## src/rtl/decoder_pkg.sv

```systemverilog
// Shared types and helpers for the sequential one-hot decoder.
package decoder_pkg;

   typedef enum logic [1:0] {
      IDLE   = 2'd0,
      DECODE = 2'd1,
      SCAN   = 2'd2
   } state_e;

   // Widest decoded vector the helpers can produce; callers cast down to their width.
   localparam int unsigned MAX_W = 256;

   // Bit idx set when idx < width; all zeros otherwise.
   function automatic logic [MAX_W-1:0] onehot(input int unsigned idx, input int unsigned width);
      logic [MAX_W-1:0] r;
      r = '0;
      for (int unsigned i = 0; i < MAX_W; i++) begin
         r[i] = (i == idx) && (i < width);
      end
      return r;
   endfunction

   // Applies output polarity: active-low inverts the whole vector, including the idle value.
   function automatic logic [MAX_W-1:0] polarity(input logic [MAX_W-1:0] v, input bit active_low);
      return active_low ? ~v : v;
   endfunction

endpackage

```

## src/rtl/onehot_decoder_seq_hold_timer.sv

```systemverilog
// Counts 1..HOLD_CYCLES after start; done is high on the last hold cycle.
module hold_timer #(
   parameter int unsigned HOLD_CYCLES = 1
) (
   input  logic clk,
   input  logic rst_n,
   input  logic start,
   input  logic clr,
   output logic done
);

   localparam int unsigned   CW   = $clog2(HOLD_CYCLES + 1);
   localparam logic [CW-1:0] LAST = CW'(HOLD_CYCLES);

   logic [CW-1:0] cnt_q, cnt_d;

   assign done = (cnt_q == LAST);

   // Next count: clear wins, start (re)loads 1, stop after the last cycle.
   always_comb begin
      cnt_d = cnt_q;
      if (clr) begin
         cnt_d = '0;
      end else if (start) begin
         cnt_d = CW'(1);
      end else if (done) begin
         cnt_d = '0;
      end else if (cnt_q != '0) begin
         cnt_d = cnt_q + 1'b1;
      end
   end

   // Counter register.
   always_ff @(posedge clk or negedge rst_n) begin
      if (!rst_n) begin
         cnt_q <= '0;
      end else begin
         cnt_q <= cnt_d;
      end
   end

endmodule

```

## src/rtl/onehot_decoder_seq.sv

```systemverilog
// Registered one-hot decoder with valid/ready accept, programmable hold and auto-scan.
module onehot_decoder_seq
   import decoder_pkg::*;
#(
   parameter int unsigned SEL_W       = 2,
   parameter int unsigned HOLD_CYCLES = 1,
   parameter bit          ACTIVE_LOW  = 1'b0
) (
   input  logic                  clk,
   input  logic                  rst_n,
   input  logic                  en,
   input  logic                  mode,
   input  logic                  sel_valid,
   input  logic [SEL_W-1:0]      sel,
   output logic                  sel_ready,
   output logic [2**SEL_W-1:0]   y,
   output logic                  y_valid,
   output logic                  scan_wrap
);

   localparam int unsigned      OUT_W = 2**SEL_W;
   localparam logic [OUT_W-1:0] INACT = OUT_W'(polarity('0, ACTIVE_LOW));
   localparam logic [OUT_W-1:0] SCAN0 = OUT_W'(polarity(onehot(0, OUT_W), ACTIVE_LOW));

   state_e           state_q;
   logic [SEL_W-1:0] index_q, index_d;
   logic [OUT_W-1:0] y_q;
   logic             y_valid_q, scan_wrap_q;
   logic             accept, start, clr, done;
   logic [OUT_W-1:0] sel_line, next_line;

   assign sel_ready = (state_q == IDLE) & en & ~mode;
   assign accept    = sel_valid & sel_ready;
   assign index_d   = index_q + 1'b1;
   assign clr       = ~en;
   assign start     = en & (((state_q == IDLE) & (accept | mode)) |
                            ((state_q == SCAN) & done & mode));

   // Candidate line patterns, polarity applied before they reach the output flop.
   always_comb begin
      sel_line  = OUT_W'(polarity(onehot(32'(sel), OUT_W), ACTIVE_LOW));
      next_line = OUT_W'(polarity(onehot(32'(index_d), OUT_W), ACTIVE_LOW));
   end

   hold_timer #(
      .HOLD_CYCLES (HOLD_CYCLES)
   ) u_hold (
      .clk   (clk),
      .rst_n (rst_n),
      .start (start),
      .clr   (clr),
      .done  (done)
   );

   // Control FSM with registered outputs; en low forces idle from any state.
   always_ff @(posedge clk or negedge rst_n) begin
      if (!rst_n) begin
         state_q     <= IDLE;
         y_q         <= INACT;
         y_valid_q   <= 1'b0;
         scan_wrap_q <= 1'b0;
         index_q     <= '0;
      end else if (!en) begin
         state_q     <= IDLE;
         y_q         <= INACT;
         y_valid_q   <= 1'b0;
         scan_wrap_q <= 1'b0;
         index_q     <= '0;
      end else begin
         scan_wrap_q <= 1'b0;
         case (state_q)
            IDLE: begin
               if (accept) begin
                  state_q   <= DECODE;
                  y_q       <= sel_line;
                  y_valid_q <= 1'b1;
               end else if (mode) begin
                  state_q   <= SCAN;
                  index_q   <= '0;
                  y_q       <= SCAN0;
                  y_valid_q <= 1'b1;
               end
            end
            DECODE: begin
               if (done) begin
                  state_q   <= IDLE;
                  y_q       <= INACT;
                  y_valid_q <= 1'b0;
               end
            end
            SCAN: begin
               if (done) begin
                  if (mode) begin
                     index_q     <= index_d;
                     y_q         <= next_line;
                     scan_wrap_q <= (index_q == '1);
                  end else begin
                     state_q   <= IDLE;
                     index_q   <= '0;
                     y_q       <= INACT;
                     y_valid_q <= 1'b0;
                  end
               end
            end
            default: begin
               state_q   <= IDLE;
               index_q   <= '0;
               y_q       <= INACT;
               y_valid_q <= 1'b0;
            end
         endcase
      end
   end

   assign y         = y_q;
   assign y_valid   = y_valid_q;
   assign scan_wrap = scan_wrap_q;

endmodule

```

## config.mk

```make
export PLATFORM = sky130hd
export DESIGN_NAME = onehot_decoder_seq
export DESIGN_NICKNAME = d
export VERILOG_FILES = /design/src/rtl/decoder_pkg.sv /design/src/rtl/onehot_decoder_seq_hold_timer.sv /design/src/rtl/onehot_decoder_seq.sv
export SDC_FILE = /design/constraint.sdc
export NUM_CORES = 1
export LEC_CHECK = 0
export CORE_MARGIN = 8
export CORE_UTILIZATION = 39
export CTS_BUF_LIST = sky130_fd_sc_hd__clkbuf_2
export DETAILED_ROUTE_END_ITERATION = 8
export MAX_ROUTING_LAYER = met4
export SLEW_MARGIN = 5
export SYNTH_ARGS = -nofsm -noshare
export SYNTH_HDL_FRONTEND = slang
export SYNTH_SLANG_ARGS = --single-unit
```

## constraint.sdc

```tcl
create_clock -name clk -period 2.5 [get_ports clk]
set_clock_uncertainty 0.15 [all_clocks]
set_input_delay 0.75 -clock clk [delete_from_list [all_inputs] [get_ports clk]]
set_output_delay 0.75 -clock clk [all_outputs]
set_load 0.005 [all_outputs]
```

==> impl_metrics.py <==
metrics = {
    "timing": {
        "setup_viol": 0,
        "finalCriticalPeriod_ns": 2.47,
        "maxSlewViolCount": 0,
        "max_clock_freq_mhz": 404,
        "worstMarginPinSlew_ns": 0.528,
        "hold_viol": 0,
        "rsz0062_at_grt": "false",
        "relSlewSlack_pct": 64.7,
        "final.period_utilization_pct": 98.9,
        "hold_ws_ns": 0.389,
        "final.setup.tns_ns": 0,
    },
    "clock_network": {
        "cts_tree": "built",
        "root_buffer": "clkbuf_2",
        "post_cts_buffers": 0,
        "clock_path_buffers": 2,
        "htree_levels": 1,
        "cts_buffers": 3,
        "clock-sinks": 11,
        "clk_latency_ns": 0.28,
        "cts.clk_slew.worst_paths_ns": 0.11,
    },
    "global_routing": {
        "grt_overflow": 0,
        "grt_pass1_wl_mm": 2.95,
        "grt_pass1_vias": 642,
        "grt_antenna_before_repair": 0,
        "track_usage_pct": 11.6,
        "grt_max_degree": 17,
    },
    "floorplanning": {
        "die_x_um": 58.8,
        "core.rowCount": 15,
        "core_sq_um": 1730,
        "io_pins": 14,
        "die_h_um": 58.8,
        "start_util_pct": 41.3,
        "die_area_sq_um": 3450,
    },
    "power_and_ir_drop": {
        "p_per_area_nw_per_um2": 444,
        "p_comb_share_pct": 25.1,
        "ir_worst_vdd_mv": 0.279,
        "seqPwrFrac_pct": 48.3,
        "clockPowerShare_pct": 26.6,
        "leakagePower_nw": 0.407,
        "p_sw_w": 0.000126,
        "switching_share_pct": 30.8,
        "p_int_w": 0.000284,
    },
    "worst_hold_path": {
        "hold_path_class": "reg2reg",
        "worst_hold_path.endpoint": "y[0]",
        "holdPathStages": 2,
        "hold_start": "y[0]",
    },
    "routing": {
        "wire_per_inst_um": 15.0,
        "wl_mm": 1.80,
        "vias": 644,
        "drt-initial-drc-count": 10,
        "dr.pass1.iters": 4,
        "via_per_inst": 5.37,
        "drcViolationCount": 0,
        "drtAntennaViolNets": 0,
    },
    "setup_path": {
        "ff2ff_setup_slack_ns": 0.77,
        "r2r_end": "y[0]",
        "arrival_ns": 1.57,
        "timing.rr.start": "state_q[1]",
        "reg2reg_depth": 4,
        "critPathRequiredTime_ns": 1.60,
        "path_delay_family": "simple AND/OR/NAND/NOR gates",
        "cp_max_fo": 2,
        "worstSetupPathDepth": 4,
        "critPathKind": "in2out",
        "slowest_delay_ns": 0.56,
        "slowest_stage": "or4b_4",
        "path_buf_inv": 3,
        "start_kind": "input pin",
        "cp_cell_sequence": "buf_2, or4b_4, clkinv_4, buf_6",
        "endpoint_kind": "output pin",
    },
    "cells_and_area": {
        "layout_commonest_cell": "dfrtp_1",
        "final_cell_mix": "dfrtp_1 (11), clkdlybuf4s50_1 (10), buf_4 (8), nand2_1 (6)",
        "finish.utilization_pct": 53.5,
        "finalNonFillerCells": 120,
        "drive_gt1_share_pct": 22.1,
        "fin_nets": 107,
        "area_growth_pct": 29.5,
        "antennaDiodeCount": 0,
    },
    "synthesis": {
        "async_reset_ff_share_pct": 100,
        "syn_area_sq_um": 713,
        "yosysSeqAreaShare_pct": 38.6,
        "synth_cells": 75,
        "ys_ff_latch": 11,
        "yosys_warnings": 0,
        "synth_edf_count": 0,
        "ys.flop_type": "dfrtp_1",
        "synth_nets": 86,
        "yosysUniqueCellTypes": 32,
        "syn_avg_cell_area_sq_um": 9.51,
    },
    "placed_design": {
        "dp.final_hpwl_mm": 1.29,
        "place_inst": 116,
        "place.gp.congestion": 0.841,
        "io_buffer_count": 13,
    },
    "outcome": {
        "status": "completed",
    },
    "run": {
        "maxCapViolCount": 0,
    },
}
==> flip-flops by register name, summed over array words and instances, names as in the netlist <==
signal and cells:
y_valid 1, index_q 2, scan_wrap 1, state_q 2, u_hold.done 1, y 4
==> stage by stage <==
step	cell area [sq um]	worst slack (ns)	total power, W
floorplan	713	0.168	0.000254
global placement	907	-0.683	0.000305
detailed placement	907	-0.679	0.000305
CTS	928	0.0199	0.000417
global route	923	0.00893	0.000430
finish	923	0.0269	0.000410
==> worst min-delay path, delay by kind of cell (launching register included) <==
kind | cells | cell delay, ns
DFF | 1 | 0.39
buffers and inverters | 1 | 0.05
AOI/OAI and AO/OA | 1 | 0.06
==> per-layer routing <==
metal / track usage, % / share of wire [%]
met5: - / 0
met2: 16.2 / 43
met4: 7.17 / 2.1
met1: 14.5 / 50
met3: 2.83 / 5.4
==> cell families (layout without fill, tap and decap cells) <==
| group | after synthesis | after routing | share of synthesized area (%) |
|---|---|---|---|
| AO/OA/AOI/OAI | 19 | 19 | 20.5 |
| adder cells (fa/ha/maj) | 4 | 4 | 7.02 |
| buffers and inverters | 9 | 29 | 5.96 |
| flip-flops | 11 | 11 | 38.6 |
| AND/OR/NAND/NOR | 32 | 32 | 27.9 |
==> power groups by stage <==
stage	logic (W)	clock network (W)	registers (W)
floorplan	0.0000560	0	0.000198
global placement	0.000104	0	0.000201
detailed placement	0.000104	0	0.000201
CTS	0.000105	0.000115	0.000198
global route	0.000113	0.000117	0.000200
finish	0.000103	0.000109	0.000198
==> cell usage after synthesis, drive strengths merged (3+ instances only) <==
master	n	area, sq um
nand2b	4	25.0
dfrtp	11	275
ha	4	50.1
nor3	5	25.0
a21oi	4	20.0
nand2	6	22.5
inv	3	11.3
buf	5	27.5
a32o	4	41.3
==> cell type report <==
type,instances,area (sq um)
Sequential cell,11,275
Timing Repair Buffer,21,181
Inverter,4,20.0
Clock buffer,4,20.0
Multi-Input combinational cell,55,395
Fill cell,179,803
Tap cell,25,31.3
==> how the worst max path moves through the flow <==
stage / start / end / slack, ns
finish: mode / sel_ready / 0.03
global route: mode / sel_ready / 0.009
CTS: en / sel_ready / 0.02
detailed placement: en / sel_ready / -0.68
global placement: en / sel_ready / -0.68
floorplan: en / sel_ready / 0.17
==> repair_timing <==
action | CTS | global route
resized for setup | 13 | 1
hold buffers | 0 | 0
pin swaps | 1 | 0
endpoints found under the hold margin | 0 | 0
endpoints found under the setup margin | 1 | 1
Power figures use the tool's default switching activity.
